**config.mk**
```make
export PLATFORM = sky130hd
export DESIGN_NAME = store_trace_buffer_flat
export DESIGN_NICKNAME = d
export VERILOG_FILES = /design/src/rtl/store_trace_buffer_if.sv /design/src/rtl/store_trace_buffer.sv /design/src/flat_wrapper.sv
export SDC_FILE = /design/constraint.sdc
export NUM_CORES = 1
export LEC_CHECK = 0
export BUFFER_PORTS_ARGS = -buffer_cell sky130_fd_sc_hd__clkbuf_2
export CORE_MARGIN = 5
export CORE_UTILIZATION = 63
export CTS_CLUSTER_SIZE = 12
export DETAILED_ROUTE_END_ITERATION = 10
export MAX_ROUTING_LAYER = met4
export PLACE_DENSITY_LB_ADDON = 0.05
export RECOVER_POWER = 100
export SYNTH_ARGS = -nofsm -noshare
export SYNTH_HDL_FRONTEND = slang
export SYNTH_SLANG_ARGS = --single-unit
```
**constraint.sdc**
```tcl
create_clock -name clk -period 24.5 [get_ports clk]
set_clock_uncertainty 0.2 [all_clocks]
set_input_delay 3.675 -clock clk [delete_from_list [all_inputs] [get_ports clk]]
set_output_delay 3.675 -clock clk [all_outputs]
set_load 0.05 [all_outputs]
```
**src/rtl/store_trace_buffer_if.sv**
```systemverilog
// Trace-entry stream from the store buffer to a checker or debug sink.
// The master drives the head entry; the slave returns out_ready.
interface store_trace_buffer_if #(
  parameter int SEQ_W = 16
);
  logic             out_valid;
  logic             out_ready;
  logic [31:0]      out_addr;
  logic [31:0]      out_data;
  logic [SEQ_W-1:0] out_seq;

  modport master (
    output out_valid, out_addr, out_data, out_seq,
    input  out_ready
  );

  modport slave (
    input  out_valid, out_addr, out_data, out_seq,
    output out_ready
  );
endinterface

```
**src/rtl/store_trace_buffer.sv**
```systemverilog
// Traces CPU stores into a FWFT FIFO and latches done/exit code on a tohost store; latency 1 cycle.
// Backpressure: head holds while out_ready is low; stores arriving while full are dropped and counted.
module store_trace_buffer #(
  parameter int          DEPTH       = 8,
  parameter int          PTR_W       = 3,
  parameter int          SEQ_W       = 16,
  parameter logic [31:0] TOHOST_ADDR = 32'h0000_00FC
) (
  input  logic                clk,
  input  logic                reset,
  input  logic                memWrite,
  input  logic [31:0]         aluResult,
  input  logic [31:0]         writeData,
  store_trace_buffer_if.master out_if,
  output logic [PTR_W:0]      count,
  output logic                overflow,
  output logic [7:0]          drop_count,
  output logic                done,
  output logic [31:0]         done_code
);

  typedef struct packed {
    logic [SEQ_W-1:0] seq;
    logic [31:0]      addr;
    logic [31:0]      data;
  } entry_t;

  localparam logic [PTR_W:0] FULL_CNT = (PTR_W+1)'(DEPTH);

  entry_t           mem [DEPTH];
  logic [PTR_W-1:0] rd_ptr;
  logic [PTR_W-1:0] wr_ptr;
  logic [SEQ_W-1:0] seq;
  logic             push_req;
  logic             pop;
  logic             full;
  logic             accept;
  logic             drop;
  entry_t           head;

  // Once done is set the core is considered finished, so further stores are invisible.
  assign push_req = memWrite && !done;
  assign full     = (count == FULL_CNT);
  assign pop      = out_if.out_valid && out_if.out_ready;
  assign accept   = push_req && (!full || pop);
  assign drop     = push_req && full && !pop;

  assign head             = (count != '0) ? mem[rd_ptr] : '0;
  assign out_if.out_valid = (count != '0);
  assign out_if.out_addr  = head.addr;
  assign out_if.out_data  = head.data;
  assign out_if.out_seq   = head.seq;

  always_ff @(posedge clk) begin
    if (accept) begin
      mem[wr_ptr] <= {seq, aluResult, writeData};
    end
  end

  always_ff @(posedge clk) begin
    if (reset) begin
      rd_ptr     <= '0;
      wr_ptr     <= '0;
      count      <= '0;
      seq        <= '0;
      overflow   <= 1'b0;
      drop_count <= 8'h00;
      done       <= 1'b0;
      done_code  <= 32'h0;
    end else begin
      if (accept) begin
        wr_ptr <= wr_ptr + 1'b1;
      end
      if (pop) begin
        rd_ptr <= rd_ptr + 1'b1;
      end
      case ({accept, pop})
        2'b10:   count <= count + 1'b1;
        2'b01:   count <= count - 1'b1;
        default: count <= count;
      endcase
      // Sequence numbers advance on dropped stores too, so gaps reveal losses.
      if (push_req) begin
        seq <= seq + 1'b1;
      end
      if (drop) begin
        overflow <= 1'b1;
        if (drop_count != 8'hFF) begin
          drop_count <= drop_count + 1'b1;
        end
      end
      if (push_req && (aluResult == TOHOST_ADDR)) begin
        done      <= 1'b1;
        done_code <= writeData;
      end
    end
  end

endmodule

```
**src/flat_wrapper.sv**
```systemverilog
// flat-port wrapper written by rule: the top's interface ports become plain ports
module store_trace_buffer_flat 
#(
  parameter int          DEPTH       = 8,
  parameter int          PTR_W       = 3,
  parameter int          SEQ_W       = 16,
  parameter logic [31:0] TOHOST_ADDR = 32'h0000_00FC
)
  (clk, reset, memWrite, aluResult, writeData, count, overflow, drop_count, done, done_code, out_if_out_valid, out_if_out_addr, out_if_out_data, out_if_out_seq, out_if_out_ready);
  store_trace_buffer_if #(.SEQ_W(SEQ_W)) out_if_i ();
  input  logic clk;
  input  logic reset;
  input  logic memWrite;
  input  logic [31:0] aluResult;
  input  logic [31:0] writeData;
  output logic [PTR_W:0] count;
  output logic overflow;
  output logic [7:0] drop_count;
  output logic done;
  output logic [31:0] done_code;
  output wire logic [$bits(out_if_i.out_valid)-1:0] out_if_out_valid;
  output wire logic [$bits(out_if_i.out_addr)-1:0] out_if_out_addr;
  output wire logic [$bits(out_if_i.out_data)-1:0] out_if_out_data;
  output wire logic [$bits(out_if_i.out_seq)-1:0] out_if_out_seq;
  input wire logic [$bits(out_if_i.out_ready)-1:0] out_if_out_ready;
  assign out_if_out_valid = out_if_i.out_valid;
  assign out_if_out_addr = out_if_i.out_addr;
  assign out_if_out_data = out_if_i.out_data;
  assign out_if_out_seq = out_if_i.out_seq;
  assign out_if_i.out_ready = out_if_out_ready;
  store_trace_buffer #(.DEPTH(DEPTH), .PTR_W(PTR_W), .SEQ_W(SEQ_W), .TOHOST_ADDR(TOHOST_ADDR)) u_core (.clk(clk), .reset(reset), .memWrite(memWrite), .aluResult(aluResult), .writeData(writeData), .out_if(out_if_i), .count(count), .overflow(overflow), .drop_count(drop_count), .done(done), .done_code(done_code));
endmodule
```
==> summary.txt <==
DP Wirelength - 29,500 um
Setup WS pre-CTS - 16.92 ns
Full die area - 47,900 um2
# Post-CTS Setup Buffers - 0
Effective utilization at floorplan - 63.7%
Hold Path Stages - 2
Total gr overflow - 0
TritonCTS clock tree - built
Register area share after synthesis - 75.2%
Net switching share of the total power - 29.9%
Vias in the first global route - 14,158
Netlist Area Pre-Place - 27,500 um2
Routed WL per cell - 24.8 um
Area leader, netlist - edfxtp_1
Longest Clk Path Bufs - 3
Pint - 2160 uW
Avg Cell Area, Syn - 20.1 um2
Post-synth ARST share - 0%
Period minus WS final - 10.38 ns
Core area - 43,100 um2
Post-synth EDFFs - 640
Antenna violations before repair - 2
CTS Sinks - 711
Source of the critical timing path - u_core.count[0]
Crit share post-route - 42.4%
Via Count - 13,442
Antenna-violating nets left - 0
Beginning of the worst hold path - u_core.done_code[17]
Synth top area cells - edfxtp_1 (70%), mux4_2 (13%), dfxtp_1 (5.2%)
H-tree Lvls - 3
Global-route wire length before repair - 84,900 um
Most common cell in the netlist - edfxtp_1
Initial detailed-routing violation count - 1,089
Pleak - 0.00935 uW
CP arrival - 6.50 ns
Share of the synthesized area in the top cell type - 70.0%
VDD IR max - 0.0796 mV
Primary FF master, synth - edfxtp_1
Library cells used by synthesis - 41
Worst r2r path cells - 7
Die width - 219 um
Share of layout cells above drive strength 1 - 16.1%
Worst-Skew Late Latency - 0.59 ns
Syn nets - 1,438
Combinational share of power - 22.6%
Critical setup path kind - register to primary output
Clock power frac - 32.8%
Final setup margin - 14.12 ns
RR Startpoint - u_core.count[0]
# hold bufs at CTS - 0
All-Layer GR Usage - 24.4%
Crit-path max FO - 64
Post_cts resized - 0
RSZ-0062 raised after global routing - no
Final Hold Fails - 0
Synthesized flop and latch total - 711
WP data required - 20.62 ns
Tightest Pin Transition - 4.07 ns
Violated checks - max-capacitance violations, max-slew violations
CTS buffer count - 72
Vias per inst - 6.02
Power density over the cells - 99.6 nW/um2
Yosys Warn Count - 0
Sum Neg Setup Slack - 0 ns
Chip height - 219 um
DRT Wirelength - 55,400 um
Pin count of the biggest net entering global routing - 69
Synth top cells by count - edfxtp_1 (640), mux4_2 (160), mux2i_1 (117)
Max-cap violations - 21
Root Driver - clkbuf_16
Switching Power - 922 uW
# nets final - 1,661
RD Place Congestion - 0.731
Clock Pin Slew Worst Setup and Hold Paths - 0.06 ns
Endpoint class of the critical path - primary output
Max Fclk - 96.4 MHz
Area growth from synthesis to layout - 12.7%
Setup Viol. Count Final - 0
Outcome - finished, violations left
FP Rows - 76
Io pins - 195
# port buffers - 194
Worst Setup Start Kind - register
Slew headroom - -171%
HP Class - register to register
Number of detailed-route iterations in the first pass - 5
Reg2Reg Setup Slack - 18.00 ns
Max Transition Viols Final - 907
Cells after Synth - 1,365
Flop pwr share - 44.6%
DRC Markers - 0
## stage by stage
stage                     hold slack [ns]  area (um2)  utilization (%)  instances  total power [uW]
after floorplan                     0.276       27500                -       1365              1940
after global placement              0.253       29100             67.6       2099              2110
after detailed placement            0.260       29100             67.6       2099              2110
after CTS                           0.274       31300             72.6       2230              3120
after global routing                0.288       30900             71.8       2232              3210
final                               0.270       30900             71.8       2233              3080
## registers in the layout (all words and copies together) (netlist names), named ones only
register           flops
u_core.drop_count      8
u_core.mem           640
u_core.rd_ptr          3
u_core.count           4
u_core.done            1
u_core.overflow        1
u_core.done_code      32
u_core.seq            16
u_core.wr_ptr          3
## worst max-delay path, cell delays in order (launching register included)
cell and delay, ns:
dfxtp_1 0.42, or3_1 0.43, nor2_1 1.37, clkbuf_1 2.73
nor2_1 0.47, clkbuf_1 0.45
## power by group through the flow
stage	registers, uW	clock network (uW)	logic, uW
finish	1370	1010	695
global route	1380	1090	742
CTS	1370	1030	717
detailed placement	1400	0	714
global placement	1400	0	711
floorplan	1390	0	555
## metal layers
layer / vias up / global-route usage [%] / wire length, um
li1: 5955 / - / -
met1: 7013 / 34.1 / 23700
met2: 402 / 38.4 / 27500
met3: 72 / 4.02 / 3040
met4: 0 / 6.87 / 1190
met5: - / - / 0
## logic make-up (layout without fill, tap and decap cells)
family / count (synthesis) / after routing / synth area share (%)
fa+ha+maj: 5 / 5 / 0.228
other cells: 0 / 3 / 0
buf+inv: 74 / 354 / 1.18
simple gates: 245 / 245 / 4.62
compound gates: 38 / 38 / 0.907
flops: 711 / 711 / 75.2
xor+xnor: 13 / 13 / 0.415
mux: 279 / 279 / 17.5
## final timing paths
check,endpoint
setup / recovery,out_if_out_addr[12]
hold / removal,u_core.done_code[17]
setup reg to reg,register
hold reg to reg,u_core.done_code[17]
## layout by cell type (no fill, tap or decap), types with 2 or more instances in the layout
cell type,instances
xnor2_1,3
and3_1,3
nor2b_1,3
and4b_1,3
clkinv_2,2
dfxtp_4,2
nand3_1,10
nor2_4,4
nor2_1,104
or4_1,7
nand2b_1,71
clkbuf_8,3
clkinv_1,8
mux4_2,160
ha_1,5
nor4_1,5
clkbuf_2,4
a211oi_1,2
nor3_1,2
or3_1,7
nand4_1,6
dfxtp_1,69
o21ai_0,7
xor2_1,10
buf_4,5
inv_6,2
clkbuf_16,77
edfxtp_1,640
diode_2,3
clkbuf_1,249
nand2_1,14
mux2_2,2
inv_1,4
a21oi_1,17
o31ai_1,7
mux2i_1,117
## layout make-up
| cell class | count | area, um2 |
|---|---|---|
| repair buffers | 219 | 846 |
| clock buffers | 119 | 2110 |
| diodes | 3 | 7.51 |
| multi-input cells | 580 | 6520 |
| fillers | 2718 | 12100 |
| clock inverters | 12 | 57.6 |
| well taps | 585 | 732 |
| flip-flops and latches | 711 | 20600 |
| inverters | 4 | 15.0 |
Power figures use the tool's default switching activity.
